===== config.mk =====
export PLATFORM = sky130hd
export DESIGN_NAME = dma_channel_arbiter_flat
export DESIGN_NICKNAME = d
export VERILOG_FILES = /design/src/rtl/dma_channel_arbiter_if.sv /design/src/rtl/dma_channel_arbiter.sv /design/src/flat_wrapper.sv
export SDC_FILE = /design/constraint.sdc
export NUM_CORES = 1
export LEC_CHECK = 0
export BUFFER_PORTS_ARGS = -buffer_cell sky130_fd_sc_hd__buf_2
export CAP_MARGIN = 20
export CORE_AREA = 2 2 103 105
export DETAILED_ROUTE_END_ITERATION = 10
export DIE_AREA = 0 0 105 107
export PLACE_DENSITY_LB_ADDON = 0.3
export SYNTH_ARGS = -nofsm -noshare
export SYNTH_HDL_FRONTEND = slang
export SYNTH_SLANG_ARGS = --single-unit

===== constraint.sdc =====
create_clock -name arb_clock_i -period 1.85 [get_ports arb_clock_i]
set_input_delay 0.2775 -clock arb_clock_i [delete_from_list [all_inputs] [get_ports arb_clock_i]]
set_output_delay 0.2775 -clock arb_clock_i [all_outputs]
set_load 0.01 [all_outputs]

===== src/rtl/dma_channel_arbiter_if.sv =====
// Port bundle for dma_channel_arbiter: per-channel TileLink-UL A/D ports and the shared master port.
// The master modport is the arbiter's view; the slave modport is the DMA channels plus interconnect.
interface dma_channel_arbiter_if #(
  parameter int NoC   = 1,
  parameter int TL_RS = 4
);
  logic [3*NoC-1:0]  ca_opcode;
  logic [3*NoC-1:0]  ca_param;
  logic [4*NoC-1:0]  ca_size;
  logic [32*NoC-1:0] ca_address;
  logic [32*NoC-1:0] ca_data;
  logic [4*NoC-1:0]  ca_mask;
  logic [NoC-1:0]    ca_corrupt;
  logic [NoC-1:0]    ca_valid;
  logic [NoC-1:0]    ca_ready;

  logic [3*NoC-1:0]  cd_opcode;
  logic [2*NoC-1:0]  cd_param;
  logic [4*NoC-1:0]  cd_size;
  logic [NoC-1:0]    cd_denied;
  logic [NoC-1:0]    cd_corrupt;
  logic [NoC-1:0]    cd_valid;
  logic [32*NoC-1:0] cd_data;
  logic [NoC-1:0]    cd_ready;

  logic [2:0]        m_a_opcode;
  logic [2:0]        m_a_param;
  logic [3:0]        m_a_size;
  logic [TL_RS-1:0]  m_a_source;
  logic [31:0]       m_a_address;
  logic [3:0]        m_a_mask;
  logic [31:0]       m_a_data;
  logic              m_a_corrupt;
  logic              m_a_valid;
  logic              m_a_ready;

  logic [2:0]        m_d_opcode;
  logic [1:0]        m_d_param;
  logic [3:0]        m_d_size;
  logic [TL_RS-1:0]  m_d_source;
  logic              m_d_denied;
  logic [31:0]       m_d_data;
  logic              m_d_corrupt;
  logic              m_d_valid;
  logic              m_d_ready;

  modport master (
    input  ca_opcode, ca_param, ca_size, ca_address, ca_data, ca_mask, ca_corrupt, ca_valid,
    output ca_ready,
    output cd_opcode, cd_param, cd_size, cd_denied, cd_corrupt, cd_valid, cd_data,
    input  cd_ready,
    output m_a_opcode, m_a_param, m_a_size, m_a_source, m_a_address, m_a_mask, m_a_data,
    output m_a_corrupt, m_a_valid,
    input  m_a_ready,
    input  m_d_opcode, m_d_param, m_d_size, m_d_source, m_d_denied, m_d_data, m_d_corrupt,
    input  m_d_valid,
    output m_d_ready
  );

  modport slave (
    output ca_opcode, ca_param, ca_size, ca_address, ca_data, ca_mask, ca_corrupt, ca_valid,
    input  ca_ready,
    input  cd_opcode, cd_param, cd_size, cd_denied, cd_corrupt, cd_valid, cd_data,
    output cd_ready,
    input  m_a_opcode, m_a_param, m_a_size, m_a_source, m_a_address, m_a_mask, m_a_data,
    input  m_a_corrupt, m_a_valid,
    output m_a_ready,
    output m_d_opcode, m_d_param, m_d_size, m_d_source, m_d_denied, m_d_data, m_d_corrupt,
    output m_d_valid,
    input  m_d_ready
  );
endinterface


===== src/rtl/dma_channel_arbiter.sv =====
// Round-robin merge of NoC DMA TileLink-UL master ports onto one shared port; the channel index
// travels in the source field and D responses are steered back by it. One outstanding per channel.
module dma_channel_arbiter #(
  parameter int NoC   = 1,
  parameter int TL_RS = 4
) (
  input  logic                 arb_clock_i,
  input  logic                 arb_resetn_i,
  dma_channel_arbiter_if.master bus,
  output logic [NoC-1:0]       pending_o,
  output logic                 stray_err_o
);
  localparam int CW = (NoC > 1) ? $clog2(NoC) : 1;
  typedef logic [CW-1:0] chan_t;

  // (base + k) mod NoC; both operands are below NoC so one subtraction suffices.
  function automatic chan_t wrap_add(chan_t base, int k);
    logic [CW:0] sum;
    sum = {1'b0, base} + (CW+1)'(k);
    if (sum >= (CW+1)'(NoC)) begin
      sum = sum - (CW+1)'(NoC);
    end
    return chan_t'(sum);
  endfunction

  logic [NoC-1:0]   pending_reg, pending_next;
  chan_t            rr_ptr_reg, rr_ptr_next;
  logic             stray_reg, stray_next;

  logic             a_valid_reg;
  logic [2:0]       a_opcode_reg;
  logic [2:0]       a_param_reg;
  logic [3:0]       a_size_reg;
  logic [TL_RS-1:0] a_source_reg;
  logic [31:0]      a_address_reg;
  logic [3:0]       a_mask_reg;
  logic [31:0]      a_data_reg;
  logic             a_corrupt_reg;

  logic [NoC-1:0]   eligible;
  logic [NoC-1:0]   grant_vec;
  logic [NoC-1:0]   hit_vec;
  chan_t            winner;
  logic             any_eligible;
  logic             ld;
  chan_t            d_idx;
  logic             src_in_range;
  logic             hit;
  logic             d_ready;

  logic [2:0]       sel_opcode;
  logic [2:0]       sel_param;
  logic [3:0]       sel_size;
  logic [31:0]      sel_address;
  logic [3:0]       sel_mask;
  logic [31:0]      sel_data;
  logic             sel_corrupt;

  assign d_idx        = bus.m_d_source[CW-1:0];
  assign src_in_range = 32'(bus.m_d_source) < 32'(NoC);

  for (genvar gi = 0; gi < NoC; gi++) begin : g_chan
    assign eligible[gi]  = bus.ca_valid[gi] & ~pending_reg[gi];
    assign grant_vec[gi] = ld & (winner == chan_t'(gi));
    assign hit_vec[gi]   = bus.m_d_valid & src_in_range & (d_idx == chan_t'(gi)) & pending_reg[gi];
  end

  // Scan from the highest k down so the channel closest to rr_ptr wins.
  always_comb begin
    winner       = '0;
    any_eligible = 1'b0;
    for (int k = NoC - 1; k >= 0; k--) begin
      if (|(eligible & (NoC'(1) << wrap_add(rr_ptr_reg, k)))) begin
        winner       = wrap_add(rr_ptr_reg, k);
        any_eligible = 1'b1;
      end
    end
  end

  assign ld = any_eligible & (~a_valid_reg | bus.m_a_ready);

  always_comb begin
    sel_opcode  = '0;
    sel_param   = '0;
    sel_size    = '0;
    sel_address = '0;
    sel_mask    = '0;
    sel_data    = '0;
    sel_corrupt = 1'b0;
    for (int i = 0; i < NoC; i++) begin
      if (winner == chan_t'(i)) begin
        sel_opcode  = bus.ca_opcode[3*i +: 3];
        sel_param   = bus.ca_param[3*i +: 3];
        sel_size    = bus.ca_size[4*i +: 4];
        sel_address = bus.ca_address[32*i +: 32];
        sel_mask    = bus.ca_mask[4*i +: 4];
        sel_data    = bus.ca_data[32*i +: 32];
        sel_corrupt = bus.ca_corrupt[i];
      end
    end
  end

  // Responses that match no pending channel are drained rather than stalling the interconnect.
  assign hit     = |hit_vec;
  assign d_ready = ~hit | (|(hit_vec & bus.cd_ready));

  always_comb begin
    pending_next = pending_reg;
    rr_ptr_next  = rr_ptr_reg;
    stray_next   = stray_reg | (bus.m_d_valid & ~hit);
    if (ld) begin
      pending_next = pending_next | grant_vec;
      rr_ptr_next  = wrap_add(winner, 1);
    end
    if (d_ready) begin
      pending_next = pending_next & ~hit_vec;
    end
  end

  always_ff @(posedge arb_clock_i) begin
    if (!arb_resetn_i) begin
      pending_reg   <= '0;
      rr_ptr_reg    <= '0;
      stray_reg     <= 1'b0;
      a_valid_reg   <= 1'b0;
      a_opcode_reg  <= '0;
      a_param_reg   <= '0;
      a_size_reg    <= '0;
      a_source_reg  <= '0;
      a_address_reg <= '0;
      a_mask_reg    <= '0;
      a_data_reg    <= '0;
      a_corrupt_reg <= 1'b0;
    end else begin
      pending_reg <= pending_next;
      rr_ptr_reg  <= rr_ptr_next;
      stray_reg   <= stray_next;
      if (ld) begin
        a_valid_reg   <= 1'b1;
        a_opcode_reg  <= sel_opcode;
        a_param_reg   <= sel_param;
        a_size_reg    <= sel_size;
        a_source_reg  <= TL_RS'(winner);
        a_address_reg <= sel_address;
        a_mask_reg    <= sel_mask;
        a_data_reg    <= sel_data;
        a_corrupt_reg <= sel_corrupt;
      end else if (a_valid_reg & bus.m_a_ready) begin
        a_valid_reg <= 1'b0;
      end
    end
  end

  assign bus.ca_ready    = grant_vec;
  assign bus.cd_valid    = hit_vec;
  assign bus.cd_opcode   = {NoC{bus.m_d_opcode}};
  assign bus.cd_param    = {NoC{bus.m_d_param}};
  assign bus.cd_size     = {NoC{bus.m_d_size}};
  assign bus.cd_denied   = {NoC{bus.m_d_denied}};
  assign bus.cd_corrupt  = {NoC{bus.m_d_corrupt}};
  assign bus.cd_data     = {NoC{bus.m_d_data}};
  assign bus.m_d_ready   = d_ready;

  assign bus.m_a_valid   = a_valid_reg;
  assign bus.m_a_opcode  = a_opcode_reg;
  assign bus.m_a_param   = a_param_reg;
  assign bus.m_a_size    = a_size_reg;
  assign bus.m_a_source  = a_source_reg;
  assign bus.m_a_address = a_address_reg;
  assign bus.m_a_mask    = a_mask_reg;
  assign bus.m_a_data    = a_data_reg;
  assign bus.m_a_corrupt = a_corrupt_reg;

  assign pending_o   = pending_reg;
  assign stray_err_o = stray_reg;
endmodule


===== src/flat_wrapper.sv =====
// flat-port wrapper written by rule: the top's interface ports become plain ports
module dma_channel_arbiter_flat 
#(
  parameter int NoC   = 1,
  parameter int TL_RS = 4
)
  (arb_clock_i, arb_resetn_i, pending_o, stray_err_o, bus_ca_opcode, bus_ca_param, bus_ca_size, bus_ca_address, bus_ca_data, bus_ca_mask, bus_ca_corrupt, bus_ca_valid, bus_ca_ready, bus_cd_opcode, bus_cd_param, bus_cd_size, bus_cd_denied, bus_cd_corrupt, bus_cd_valid, bus_cd_data, bus_cd_ready, bus_m_a_opcode, bus_m_a_param, bus_m_a_size, bus_m_a_source, bus_m_a_address, bus_m_a_mask, bus_m_a_data, bus_m_a_corrupt, bus_m_a_valid, bus_m_a_ready, bus_m_d_opcode, bus_m_d_param, bus_m_d_size, bus_m_d_source, bus_m_d_denied, bus_m_d_data, bus_m_d_corrupt, bus_m_d_valid, bus_m_d_ready);
  dma_channel_arbiter_if #(.NoC(NoC), .TL_RS(TL_RS)) bus_i ();
  input  logic arb_clock_i;
  input  logic arb_resetn_i;
  output logic [NoC-1:0] pending_o;
  output logic stray_err_o;
  input wire logic [$bits(bus_i.ca_opcode)-1:0] bus_ca_opcode;
  input wire logic [$bits(bus_i.ca_param)-1:0] bus_ca_param;
  input wire logic [$bits(bus_i.ca_size)-1:0] bus_ca_size;
  input wire logic [$bits(bus_i.ca_address)-1:0] bus_ca_address;
  input wire logic [$bits(bus_i.ca_data)-1:0] bus_ca_data;
  input wire logic [$bits(bus_i.ca_mask)-1:0] bus_ca_mask;
  input wire logic [$bits(bus_i.ca_corrupt)-1:0] bus_ca_corrupt;
  input wire logic [$bits(bus_i.ca_valid)-1:0] bus_ca_valid;
  output wire logic [$bits(bus_i.ca_ready)-1:0] bus_ca_ready;
  output wire logic [$bits(bus_i.cd_opcode)-1:0] bus_cd_opcode;
  output wire logic [$bits(bus_i.cd_param)-1:0] bus_cd_param;
  output wire logic [$bits(bus_i.cd_size)-1:0] bus_cd_size;
  output wire logic [$bits(bus_i.cd_denied)-1:0] bus_cd_denied;
  output wire logic [$bits(bus_i.cd_corrupt)-1:0] bus_cd_corrupt;
  output wire logic [$bits(bus_i.cd_valid)-1:0] bus_cd_valid;
  output wire logic [$bits(bus_i.cd_data)-1:0] bus_cd_data;
  input wire logic [$bits(bus_i.cd_ready)-1:0] bus_cd_ready;
  output wire logic [$bits(bus_i.m_a_opcode)-1:0] bus_m_a_opcode;
  output wire logic [$bits(bus_i.m_a_param)-1:0] bus_m_a_param;
  output wire logic [$bits(bus_i.m_a_size)-1:0] bus_m_a_size;
  output wire logic [$bits(bus_i.m_a_source)-1:0] bus_m_a_source;
  output wire logic [$bits(bus_i.m_a_address)-1:0] bus_m_a_address;
  output wire logic [$bits(bus_i.m_a_mask)-1:0] bus_m_a_mask;
  output wire logic [$bits(bus_i.m_a_data)-1:0] bus_m_a_data;
  output wire logic [$bits(bus_i.m_a_corrupt)-1:0] bus_m_a_corrupt;
  output wire logic [$bits(bus_i.m_a_valid)-1:0] bus_m_a_valid;
  input wire logic [$bits(bus_i.m_a_ready)-1:0] bus_m_a_ready;
  input wire logic [$bits(bus_i.m_d_opcode)-1:0] bus_m_d_opcode;
  input wire logic [$bits(bus_i.m_d_param)-1:0] bus_m_d_param;
  input wire logic [$bits(bus_i.m_d_size)-1:0] bus_m_d_size;
  input wire logic [$bits(bus_i.m_d_source)-1:0] bus_m_d_source;
  input wire logic [$bits(bus_i.m_d_denied)-1:0] bus_m_d_denied;
  input wire logic [$bits(bus_i.m_d_data)-1:0] bus_m_d_data;
  input wire logic [$bits(bus_i.m_d_corrupt)-1:0] bus_m_d_corrupt;
  input wire logic [$bits(bus_i.m_d_valid)-1:0] bus_m_d_valid;
  output wire logic [$bits(bus_i.m_d_ready)-1:0] bus_m_d_ready;
  assign bus_i.ca_opcode = bus_ca_opcode;
  assign bus_i.ca_param = bus_ca_param;
  assign bus_i.ca_size = bus_ca_size;
  assign bus_i.ca_address = bus_ca_address;
  assign bus_i.ca_data = bus_ca_data;
  assign bus_i.ca_mask = bus_ca_mask;
  assign bus_i.ca_corrupt = bus_ca_corrupt;
  assign bus_i.ca_valid = bus_ca_valid;
  assign bus_ca_ready = bus_i.ca_ready;
  assign bus_cd_opcode = bus_i.cd_opcode;
  assign bus_cd_param = bus_i.cd_param;
  assign bus_cd_size = bus_i.cd_size;
  assign bus_cd_denied = bus_i.cd_denied;
  assign bus_cd_corrupt = bus_i.cd_corrupt;
  assign bus_cd_valid = bus_i.cd_valid;
  assign bus_cd_data = bus_i.cd_data;
  assign bus_i.cd_ready = bus_cd_ready;
  assign bus_m_a_opcode = bus_i.m_a_opcode;
  assign bus_m_a_param = bus_i.m_a_param;
  assign bus_m_a_size = bus_i.m_a_size;
  assign bus_m_a_source = bus_i.m_a_source;
  assign bus_m_a_address = bus_i.m_a_address;
  assign bus_m_a_mask = bus_i.m_a_mask;
  assign bus_m_a_data = bus_i.m_a_data;
  assign bus_m_a_corrupt = bus_i.m_a_corrupt;
  assign bus_m_a_valid = bus_i.m_a_valid;
  assign bus_i.m_a_ready = bus_m_a_ready;
  assign bus_i.m_d_opcode = bus_m_d_opcode;
  assign bus_i.m_d_param = bus_m_d_param;
  assign bus_i.m_d_size = bus_m_d_size;
  assign bus_i.m_d_source = bus_m_d_source;
  assign bus_i.m_d_denied = bus_m_d_denied;
  assign bus_i.m_d_data = bus_m_d_data;
  assign bus_i.m_d_corrupt = bus_m_d_corrupt;
  assign bus_i.m_d_valid = bus_m_d_valid;
  assign bus_m_d_ready = bus_i.m_d_ready;
  dma_channel_arbiter #(.NoC(NoC), .TL_RS(TL_RS)) u_core (.arb_clock_i(arb_clock_i), .arb_resetn_i(arb_resetn_i), .bus(bus_i), .pending_o(pending_o), .stray_err_o(stray_err_o));
endmodule

==> results of run 1 <==
## flip-flops by register name (all words and copies together) (netlist names)
signal                  flops
u_core.bus.m_a_address     32
u_core.bus.m_a_data        32
u_core.bus.m_a_valid        1
u_core.bus.m_a_mask         4
u_core.bus.m_a_size         4
u_core.bus.m_a_corrupt      1
u_core.bus.m_a_opcode       3
u_core.stray_err_o          1
u_core.pending_o            1
u_core.bus.m_a_param        3
## final cells by class
type                    count  share of cell area [%]
inverters                   3                   0.253
repair buffers            185                    22.6
clock buffers              10                    2.86
clock inverters             6                    2.36
well taps                 136                    3.82
flip-flops and latches     82                    36.8
multi-input cells         255                    31.3
## critical path: cells and delay by family (launching register included)
family | cells | cell delay [ns]
buf+inv | 2 | 0.17
simple gates | 2 | 0.37
flops | 1 | 0.38
## Yosys cell counts (all sizes together), types with 2 or more instances
cell type  count
a21oi         81
buf           83
clkbuf         7
dfxtp         82
inv            3
nand2b         3
nand3         79
nor2b          2
o21ai         80
## metal layers
layer | vias up | part of all wire [%] | GRT usage, %
li1 | 1663 | - | -
met1 | 1630 | 41 | 19.5
met2 | 166 | 48 | 29.0
met3 | 39 | 7.0 | 4.26
met4 | 0 | 3.2 | 11.1
met5 | - | 0 | 0
## where the power goes
part	switching, W	internal (W)
logic	0.000379	0.000273
registers	0.0000561	0.00187
clock network	0.000643	0.000891
total	0.00108	0.00304
## layout by cell type, fill, tap and decap left out, types with 4 or more instances in the layout
master and n:
a21oi_1 71, a21oi_2 10, buf_12 4, buf_2 173
buf_4 8, clkbuf_8 9, conb_1 4, dfxtp_1 82
nand3_1 79, o21ai_1 68, o21ai_2 11
## kinds of logic after synthesis
| family | Yosys count |
|---|---|
| AOI/OAI and AO/OA | 163 |
| buffers and inverters | 93 |
| DFF | 82 |
| and+or+nand+nor | 88 |
| other | 1 |
## worst max path at each step
| stage | start | end |
|---|---|---|
| after floorplan | bus_m_d_source[3] | bus_m_d_ready |
| after global placement | bus_m_d_source[3] | bus_m_d_ready |
| after detailed placement | u_core.pending_o$_SDFF_PN0_ | u_core.bus.m_a_address[23]$_SDFFE_PN0P_ |
| after CTS | u_core.bus.m_a_valid$_SDFFE_PN0P_ | bus_ca_ready |
| after global routing | u_core.bus.m_a_valid$_SDFFE_PN0P_ | bus_ca_ready |
| final | u_core.bus.m_a_valid$_SDFFE_PN0P_ | bus_ca_ready |
## stage by stage
step / std cells / cell area, µm² / hold slack, ns / power (W)
3_5_place_dp: 661 / 4230 / 0.459 / 0.00263
2_1_floorplan: 430 / 3670 / 0.391 / 0.00246
6_report: 677 / 4460 / 0.158 / 0.00411
4_1_cts: 677 / 4460 / 0.135 / 0.00418
3_3_place_gp: 661 / 4230 / 0.451 / 0.00262
5_1_grt: 677 / 4460 / 0.153 / 0.00431
==> qor.csv, run 1 <==
stage;metric;value;unit
final_layout;fin_nets;668;
floorplanning;die_area;0.0112;mm²
final_layout;drive_above_1_share;42.1;%
clock_network;ctsRootBufferMaster;clkbuf_8;
floorplanning;rows;37;
synth;avgSynthCellArea;8.56;µm²
clock_network;cts_resized;0;
critical_path;cp-start-kind;flop;
synth;synth_compound_gate_area_share;24.8;%
outcome;outcome;completed;
critical_path;path_class;reg2out;
clock_network;cts_tree;yes;
power;p_leak;1.99;nW
global_route;grt_usage;17.2;%
synth;synth_edf_count;0;
synth;ys_seq_elements;82;
synth;synth_area_leaders;dfxtp_1 (45%), nand3_1 (11%), buf_4 (10%), a21oi_1 (9.7%), o21ai_1 (9.3%);
sta;rsz0062_at_grt;no;
critical_path;reg2reg_from;u_core.pending_o$_SDFF_PN0_;
critical_path;critPathArrivalTime;1.26;ns
synth;synth_area;0.00366;mm²
route;wl_per_cell;14.8;µm
final_layout;diodes;0;
place;numPortBuffers;173;
synth;ys_warn_count;0;
global_route;antenna_found_initial;0;
route;ant_nets;0;
critical_path;rrSetupSlack;0.44;ns
sta;post-route-period-util;83.3;%
final_layout;multi_input_area;0.00140;mm²
floorplanning;fp.dieW;105;µm
clock_network;cts_buffer_depth;2;
route;vias;3498;
synth;synth_xor_area_share;0;%
route;drtIter0Drc;111;
sta;finalSetupViolations;0;
sta;fin_tns_setup;0;ns
route;drc;0;
synth;synthAdderAreaFrac;0;%
place;place_ws;0.433;ns
power;ir_drop;427;µV
final_layout;area_growth;22.0;%
sta;fin_skew;0.0112;ns
critical_path;critPathSlowestCell;dfxtp_1;
sta;fmax;649;MHz
worst_hold_path;hold_start;bus_cd_ready;
sta;hold_viol;0;
worst_hold_path;hold_path_class;in2reg;
place;gp_congestion;0.809;
floorplanning;start_util;36.2;%
synth;synthFlopType;dfxtp_1;
sta;slew_violations;0;
synth;synth_top_area_share;44.9;%
critical_path;ff2ff_path_depth;4;
route;drt-vias-per-instance;5.17;
flow_run;drv_cap;0;
synth;syn_inst;427;
final_layout;num-fill-cells;1047;
worst_hold_path;worstHoldPathCells;2;
clock_network;clk_pin_slew_worst_paths;0.09;ns
critical_path;cp.required;1.57;ns
worst_hold_path;hold_path_end;u_core.pending_o$_SDFF_PN0_;
synth;synth.area.mux_share;0;%
final_layout;regArea;0.00164;mm²
critical_path;worstPathMaxFanout;13;
floorplanning;coreArea;0.0101;mm²
floorplanning;die_h;107;µm
global_route;grt_pass1_wl;15700;µm
clock_network;hold_buffers;0;
floorplanning;pin_count;264;
place;hpwl;6840;µm
power;p_per_area;923;mW/mm²
critical_path;path_cells;nand2b_2 -> nand2_2 -> inv_1 -> buf_2;
sta;final.min_clock_period;1.54;ns
global_route;globalRouteOverflowTotal;0;
clock_network;clock_latency;0.34;ns
sta;setup_slack;0.308;ns
clock_network;cts-buffers-inserted;9;
final_layout;final_core_utilization;44.2;%
synth;synth_area_leader_cell;dfxtp_1;
synth;ys_seq_area_share;44.9;%
route;firstDrtPassIters;4;
synth;synth_top_family_by_area;compound AO/OA/AOI/OAI gates;
global_route;first_global_vias;3286;
clock_network;cts_max_level;3;
route;wl;10000;µm
critical_path;cpPeakStageDelay;0.38;ns
synth;synthArstFlopShare;0;%
synth;ys_types;24;
critical_path;reg2reg_to;u_core.bus.m_a_size[2]$_SDFFE_PN0P_;
synth;synth_simple_gate_area_share;12.6;%
critical_path;cp-end-kind;output port;
clock_network;post_cts_buffers;0;
global_route;grt_max_degree;43;
clock_network;cts.sinks;82;
(Power assumes the default switching activity.)
==> run 2, diff against run 1 <==
--- a/config.mk
+++ b/config.mk
@@ -7,9 +7,9 @@
 export LEC_CHECK = 0
 export BUFFER_PORTS_ARGS = -buffer_cell sky130_fd_sc_hd__buf_2
 export CAP_MARGIN = 20
-export CORE_AREA = 2 2 103 105
+export CORE_AREA = 2 2 104 106
 export DETAILED_ROUTE_END_ITERATION = 10
-export DIE_AREA = 0 0 105 107
+export DIE_AREA = 0 0 106 108
 export PLACE_DENSITY_LB_ADDON = 0.3
 export SYNTH_ARGS = -nofsm -noshare
 export SYNTH_HDL_FRONTEND = slang
==> constraint.sdc (replaced) <==
create_clock -name arb_clock_i -period 1.5 [get_ports arb_clock_i]
set_input_delay 0.225 -clock arb_clock_i [delete_from_list [all_inputs] [get_ports arb_clock_i]]
set_output_delay 0.225 -clock arb_clock_i [all_outputs]
set_load 0.01 [all_outputs]
==> qor.csv, run 2 (synthesized netlist as in run 1, its figures left out) <==
stage;metric;value;unit
final_layout;diodes;0;
route;drtIter0Drc;198;
power;power_switching;0.00133;W
global_route;grt_pass1_wl;15200;µm
critical_path;worstPathMaxFanout;2;
clock_network;cts_buffer_depth;2;
clock_network;ctsRootBufferMaster;clkbuf_8;
clock_network;cts-buffers-inserted;9;
clock_network;cts_max_level;3;
global_route;antenna_found_initial;0;
power;p_clk_share;38.3;%
global_route;first_global_vias;3304;
place;hpwl;6750;µm
route;ant_nets;0;
route;wl;9840;µm
critical_path;path_class;in2out;
floorplanning;pin_count;264;
final_layout;final_common_cell;buf_2;
sta;setup_slack;0.0980;ns
global_route;globalRouteOverflowTotal;0;
power;p_int;0.00386;W
sta;slew_violations;0;
floorplanning;start_util;35.7;%
critical_path;cp-start-kind;input pin;
final_layout;mostFrequentLayoutCells;buf_2 (173), dfxtp_1 (81), nand3_1 (79), a21oi_1 (71), o21ai_1 (68);
route;drt-vias-per-instance;5.09;
floorplanning;die_area;0.0114;mm²
clock_network;clock_latency;0.35;ns
sta;post-route-period-util;93.5;%
sta;fin_tns_setup;0;ns
sta;final.min_clock_period;1.40;ns
clock_network;cts.sinks;82;
floorplanning;die_h;108;µm
final_layout;fin_nets;670;
worst_hold_path;hold_path_class;in2reg;
place;place_ws;0.0246;ns
floorplanning;rows;37;
place;gp_congestion;0.740;
route;wl_per_cell;14.5;µm
power;pwr-share-seq;45.8;%
sta;fin_skew;0.00517;ns
route;vias;3456;
floorplanning;coreArea;0.0102;mm²
outcome;outcome;completed;
power;p_leak;2.02;nW
sta;hold_viol;0;
clock_network;clk_pin_slew_worst_paths;0.08;ns
power;p_per_area;1140;mW/mm²
floorplanning;fp.dieW;106;µm
sta;rsz0062_at_grt;no;
global_route;grt_max_degree;50;
global_route;grt_usage;16.6;%
critical_path;critPathArrivalTime;1.18;ns
sta;finalSetupViolations;0;
critical_path;cp-end-kind;output port;
final_layout;drive_above_1_share;42.9;%
power;switching_share;25.6;%
power;p_comb_share;15.9;%
place;numPortBuffers;173;
route;drc;0;
final_layout;area_growth;24.5;%
clock_network;hold_buffers;0;
clock_network;cts_tree;yes;
route;firstDrtPassIters;4;
power;ir_drop;519;µV
flow_run;drv_cap;0;
sta;fmax;713;MHz
critical_path;cp.required;1.27;ns
run 2: cell type report:
type	instances	area, µm²
Multi-Input combinational cell	255	1400
Fill cell	1056	5680
Inverter	3	11.3
Timing Repair Buffer	187	1070
Clock buffer	11	151
Clock inverter	5	100
Tap cell	136	170
Sequential cell	82	1640
run 2: power by group through the flow:
stage	combinational (W)	sequential, W	clock [W]
floorplan	0.000546	0.00249	0
global placement	0.000822	0.00242	0
detailed placement	0.000831	0.00243	0
CTS	0.000836	0.00238	0.00205
global route	0.000912	0.00239	0.00213
finish	0.000827	0.00238	0.00199
run 2: repair_timing:
action                     4_1_cts  5_1_grt
setup endpoints to repair        1        1
gates resized for setup          0        2
gates cloned                     0        0
buffers inserted                 1        0
run 2: path summary, 6_finish.rpt:
check	from	to	slack, ns	depth (start not counted)
worst max-delay path	bus_m_d_source[3]	bus_m_d_ready	0.1	6
worst min-delay path	bus_cd_ready	u_core.pending_o$_SDFF_PN0_	0.1	2
worst max register to register	u_core.pending_o$_SDFF_PN0_	u_core.bus.m_a_mask[3]$_SDFFE_PN0P_	0.30	5
worst min register to register	u_core.bus.m_a_address[5]$_SDFFE_PN0P_	u_core.bus.m_a_address[5]$_SDFFE_PN0P_	0.46	2
run 2: routing by layer:
metal | track usage [%] | share of wire [%] | vias up
met5 | 0 | 0 | -
li1 | - | - | 1676
met1 | 17.9 | 40 | 1606
met2 | 29.8 | 50 | 141
met3 | 4.46 | 6.9 | 33
met4 | 8.83 | 3.0 | 0
run 2: critical path, cell delays in order:
cell	delay (ns)
buf_2	0.11
nor4_2	0.30
buf_4	0.16
and3_1	0.19
nand2b_1	0.06
buf_2	0.13
run 2: metrics by stage:
stage / hold slack, ns / util [%] / power, W / std cells / cell area (µm²)
2_1_floorplan: 0.338 / - / 0.00304 / 430 / 3670
3_3_place_gp: 0.450 / 41.9 / 0.00325 / 662 / 4280
4_1_cts: 0.0824 / 44.4 / 0.00526 / 679 / 4540
6_report: 0.0988 / 44.5 / 0.00519 / 679 / 4550
3_5_place_dp: 0.450 / 41.9 / 0.00326 / 662 / 4280
5_1_grt: 0.0790 / 44.5 / 0.00544 / 679 / 4550
